<file path="src/rtl/cdb_arbiter.sv">
// Round-robin Common Data Bus arbiter: combinational one-hot ack, registered broadcast.
// Optional macro CDB_BRANCH_PRIORITY_EN restricts the search to taken-branch requesters when any exist.
module cdb_arbiter #(
  parameter int unsigned NUM_FU    = 4,
  parameter int unsigned XLEN      = 32,
  parameter int unsigned ROB_TAG_W = 5,
  localparam int unsigned PTR_W    = $clog2(NUM_FU)
) (
  input  logic                      clock,
  input  logic                      reset_n,
  input  logic                      squash,
  input  logic                      cdb_stall,
  input  logic [NUM_FU-1:0]         fu_done,
  input  logic [NUM_FU*ROB_TAG_W-1:0] fu_rob_tag,
  input  logic [NUM_FU*XLEN-1:0]    fu_value,
  input  logic [NUM_FU-1:0]         fu_take_branch,
  input  logic [NUM_FU*XLEN-1:0]    fu_branch_loc,
  output logic [NUM_FU-1:0]         fu_ack,
  output logic                      cdb_valid,
  output logic [ROB_TAG_W-1:0]      cdb_rob_tag,
  output logic [XLEN-1:0]           cdb_value,
  output logic                      cdb_take_branch,
  output logic [XLEN-1:0]           cdb_branch_loc,
  output logic                      cdb_busy
);

  logic [PTR_W-1:0]  ptr_q, ptr_d;
  logic [NUM_FU-1:0] req;
  logic              grant;
  logic [PTR_W-1:0]  win;
  logic [PTR_W-1:0]  idx;

  always_comb begin
    req = fu_done;
`ifdef CDB_BRANCH_PRIORITY_EN
    if (|(fu_done & fu_take_branch)) begin
      req = fu_done & fu_take_branch;
    end
`endif
  end

  // First requester at or after the pointer, wrapping.
  always_comb begin
    grant = 1'b0;
    win   = '0;
    idx   = '0;
    for (int unsigned k = 0; k < NUM_FU; k++) begin
      idx = PTR_W'((32'(ptr_q) + k) % NUM_FU);
      if (!grant && req[idx]) begin
        grant = 1'b1;
        win   = idx;
      end
    end
    if (!reset_n || squash || cdb_stall) begin
      grant = 1'b0;
    end
  end

  always_comb begin
    fu_ack = '0;
    ptr_d  = ptr_q;
    if (grant) begin
      fu_ack = NUM_FU'(1) << win;
      ptr_d  = (win == PTR_W'(NUM_FU - 1)) ? '0 : win + 1'b1;
    end
  end

  assign cdb_busy = |(fu_done & ~fu_ack);

  always_ff @(posedge clock or negedge reset_n) begin
    if (!reset_n) begin
      ptr_q           <= '0;
      cdb_valid       <= 1'b0;
      cdb_rob_tag     <= '0;
      cdb_value       <= '0;
      cdb_take_branch <= 1'b0;
      cdb_branch_loc  <= '0;
    end else begin
      ptr_q <= ptr_d;
      if (grant) begin
        cdb_valid       <= 1'b1;
        cdb_rob_tag     <= fu_rob_tag[win*ROB_TAG_W +: ROB_TAG_W];
        cdb_value       <= fu_value[win*XLEN +: XLEN];
        cdb_take_branch <= fu_take_branch[win];
        cdb_branch_loc  <= fu_branch_loc[win*XLEN +: XLEN];
      end else begin
        // Idle, stall and squash all clear the bus so no stale packet is seen.
        cdb_valid       <= 1'b0;
        cdb_rob_tag     <= '0;
        cdb_value       <= '0;
        cdb_take_branch <= 1'b0;
        cdb_branch_loc  <= '0;
      end
    end
  end

endmodule

</file>
<file path="config.mk">
export PLATFORM = sky130hd
export DESIGN_NAME = cdb_arbiter
export DESIGN_NICKNAME = d
export VERILOG_FILES = /design/src/rtl/cdb_arbiter.sv
export SDC_FILE = /design/constraint.sdc
export NUM_CORES = 1
export LEC_CHECK = 0
export ABC_CLOCK_PERIOD_IN_PS = 4400
export CAP_MARGIN = 30
export CORE_AREA = 2 2 140 142
export CTS_CLUSTER_SIZE = 14
export DETAILED_ROUTE_END_ITERATION = 16
export DIE_AREA = 0 0 142 144
export GPL_ROUTABILITY_DRIVEN = 0
export PLACE_DENSITY_LB_ADDON = 0.2
export SYNTH_ARGS = -nofsm -noshare
export SYNTH_HDL_FRONTEND = slang
export SYNTH_SLANG_ARGS = --single-unit
export TNS_END_PERCENT = 30
</file>
<file path="constraint.sdc">
create_clock -name clock -period 4.4 [get_ports clock]
set_input_delay 1.1 -clock clock [delete_from_list [all_inputs] [get_ports clock]]
set_output_delay 1.1 -clock clock [all_outputs]
set_load 0.005 [all_outputs]
</file>
==> flow_summary.json <==
{
  "whs_path_depth": 2,
  "hold_viol": 0,
  "cts.sinks": 73,
  "yosysTopAreaCell": "dfrtp_1",
  "pwr-share-comb": 0.448,
  "cts_setup_buffers": 0,
  "final_max_slew_viol_count": 0,
  "drt_drc_violations_left": 0,
  "area_growth_pct": 81.02,
  "status": "complete, no violations",
  "power_leakage_nw": 3.661,
  "clk_pin_slew_ns": 0.06,
  "skew_ns": 0.004759,
  "vias": 4263,
  "worstPathMaxFanout": 3,
  "crit_chain": "clkdlybuf4s50_1, and4b_1, a31oi_1, and3b_2, ha_1, inv_1, o21ai_0, o221ai_1, clkdlybuf4s50_1",
  "grt_overflow_total": 0,
  "layout.nets": 994,
  "ant_nets": 0,
  "final-setup-viol-count": 0,
  "reg2reg_to": "cdb_branch_loc[21]$_DFF_PN0_",
  "syn_inst": 351,
  "drv_cap": 0,
  "hold_start": "ptr_q[0]$_DFFE_PN0P_",
  "swShare": 0.3058,
  "path_delay_family": "buffers and inverters",
  "critPathArrivalTime_ns": 3.13,
  "synth_top_area_frac": 0.3801,
  "p_switching_mw": 0.7951,
  "grt_max_degree": 141,
  "wl_per_cell_um": 17.30,
  "hold_class": "flop to flop",
  "antenna_found_initial": 0,
  "maxSlewHeadroom": 0.3639,
  "crit_buf_inv": 3,
  "ys_seq_area_frac": 0.3801,
  "dp.cells": 932,
  "syn_area_sq_mm": 0.004806,
  "finalNonFillerCells": 949,
  "cts_max_path_buffers": 2,
  "synth.distinct_cells": 33,
  "cts_tree": "built",
  "start_util": 0.2519,
  "globalRouteTotalUtil": 0.1543,
  "drtIter0Drc": 134,
  "clock_latency_ns": 0.33,
  "viasPerCell": 4.492,
  "p_per_area_mw_per_mm2": 298.9,
  "syn_nets": 640,
  "finalWirelength_um": 16420,
  "post-route-util": 0.4560,
  "rrSetupSlack_ns": 1.97,
  "core-area_sq_mm": 0.01908,
  "endpoint_kind": "output pin",
  "drt-pass1-iter-count": 4,
  "tightest_slew_ns": 0.9541,
  "worstRegToRegCells": 6,
  "ys_warn_count": 0,
  "htree_levels": 3,
  "die_area_sq_mm": 0.02045,
  "required_ns": 3.30,
  "die_h_um": 144,
  "synth_area_leaders": "dfrtp_1 (38%), mux2i_1 (29%), o22ai_2 (18%), buf_12 (3.7%), bufbuf_8 (2.0%)",
  "avgSynthCellArea_sq_um": 13.69,
  "timing.hold.ws_ns": 0.6607,
  "grt_pass1_wl_um": 23930,
  "power_frac_clock": 0.263,
  "finalCriticalPeriod_ns": 4.233,
  "rsz0062_at_grt": "false",
  "post-dp-hpwl_um": 13060,
  "synth_seq_cells": 73,
  "die_w_um": 142,
  "crit_type": "input port to output pin",
  "cts_root_buffer": "clkbuf_16",
  "fmax_ghz": 0.2362,
  "crit_path_start_kind": "input port",
  "min_period_over_period": 0.9621,
  "drive_gt1_frac": 0.1507,
  "reg2reg_from": "ptr_q[1]$_DFFE_PN0P_",
  "slowest_stage": "clkdlybuf4s50_1",
  "cts-buffers-inserted": 9,
  "cpPeakStageDelay_ns": 0.46,
  "ios": 364,
  "ir_drop_v": 0.0003180,
  "grt_pass1_vias": 4481,
  "power_frac_seq": 0.289,
  "min_to": "ptr_q[0]$_DFFE_PN0P_",
  "num_rows": 51,
  "crit_top_cell": "clkdlybuf4s50_1",
  "portBuffers": 363,
  "p_int_mw": 1.805,
  "finalSetupTns_ns": 0
}
==> synth_stat cells <==
| library cell | instances |
|---|---|
| a31oi_1 | 1 |
| o21ai_0 | 2 |
| buf_8 | 1 |
| o21ai_1 | 2 |
| a21oi_4 | 1 |
| nand2b_1 | 2 |
| and4b_1 | 1 |
| inv_1 | 4 |
| nor2_1 | 5 |
| and2_1 | 1 |
| buf_6 | 5 |
| ha_1 | 1 |
| dfrtp_1 | 73 |
| a21o_1 | 1 |
| a31o_2 | 1 |
| buf_2 | 6 |
| a21oi_1 | 2 |
| or3b_2 | 1 |
| buf_12 | 9 |
| a21oi_2 | 1 |
| nor2_4 | 1 |
| a32o_2 | 1 |
| o221ai_1 | 1 |
| mux2i_1 | 141 |
| bufbuf_8 | 5 |
| inv_2 | 1 |
| nand2b_4 | 1 |
| and3b_1 | 1 |
| clkbuf_8 | 5 |
| nor4_2 | 1 |
| or3b_1 | 1 |
| nand2_1 | 2 |
| o22ai_2 | 70 |
==> layer usage <==
metal  part of all wire  routed length (um)  global-route usage  vias up
met3              0.089                1460             0.04735       21
met5                  0                   0                   0        -
met4              0.023                 373             0.05895        0
met1               0.35                5761              0.1584     1984
li1                   -                   -                   -     2049
met2               0.54                8823              0.2932      209
==> sequential cells by signal (all words and copies together) (netlist names) <==
register / cells
cdb_valid: 1
cdb_branch_loc: 32
ptr_q: 2
cdb_value: 32
cdb_rob_tag: 5
cdb_take_branch: 1
==> power by group through the flow <==
stage | logic, mW | clock network (mW) | registers, mW
4_1_cts | 1.18 | 0.716 | 0.752
5_1_grt | 1.25 | 0.739 | 0.757
2_1_floorplan | 0.792 | 0 | 0.766
3_5_place_dp | 1.18 | 0 | 0.764
3_3_place_gp | 1.16 | 0 | 0.762
6_report | 1.16 | 0.684 | 0.751
==> final cells by class <==
| class | instances | area, sq um |
|---|---|---|
| fillers | 1769 | 10380 |
| repair buffers | 374 | 3754 |
| clock buffers | 13 | 260.3 |
| well taps | 238 | 297.8 |
| clock inverters | 3 | 15.01 |
| inverters | 5 | 18.77 |
| flip-flops and latches | 73 | 1827 |
| diodes | 1 | 2.502 |
| multi-input cells | 242 | 2525 |
==> logic make-up after synthesis <==
kind of cell | share of synthesized area
flops | 0.3801
compound gates | 0.2026
mux | 0.2937
fa+ha+maj | 0.002603
simple gates | 0.02473
buf+inv | 0.09633
==> through the flow <==
step           setup slack, ns  total power, mW  area (sq um)
6_report                0.1668            2.600          8700
5_1_grt                0.04702            2.748          8697
4_1_cts                0.05376            2.651          8693
3_5_place_dp           0.05321            1.946          8418
3_3_place_gp            0.1017            1.925          8418
2_1_floorplan           0.9578            1.558          4806
==> worst max-delay path by stage <==
stage	startpoint	end	cells past startpoint
floorplan	fu_done[3]	cdb_busy	9
global placement	fu_done[3]	cdb_busy	9
detailed placement	fu_done[3]	cdb_busy	9
CTS	fu_done[3]	cdb_busy	9
global route	fu_done[0]	cdb_busy	9
finish	fu_done[0]	cdb_busy	9
==> timing repair <==
action | 4_1_cts | 5_1_grt
resized for setup | 0 | 2
endpoints found under the hold margin | 0 | 0
endpoints found under the setup margin | 0 | 1
hold buffers | 0 | 0
==> tightest hold or removal path: cells and delay by family (launching register included) <==
family,cells,cell delay [ns]
flip-flops,1,0.42
buffers and inverters,1,0.11
AO/OA/AOI/OAI,1,0.09
==> cell usage in the layout, fill, tap and decap left out, drive strengths merged, types with 2 or more instances in the layout <==
cell,count
nand2,2
inv,5
o22ai,70
buf,12
mux2i,141
o21ai,4
clkdlybuf4s50,361
clkinv,3
a21oi,4
clkbuf,13
nand2b,3
or3b,2
dfrtp,73
nor2,6
No activity file was read; power rests on OpenSTA's default activity.
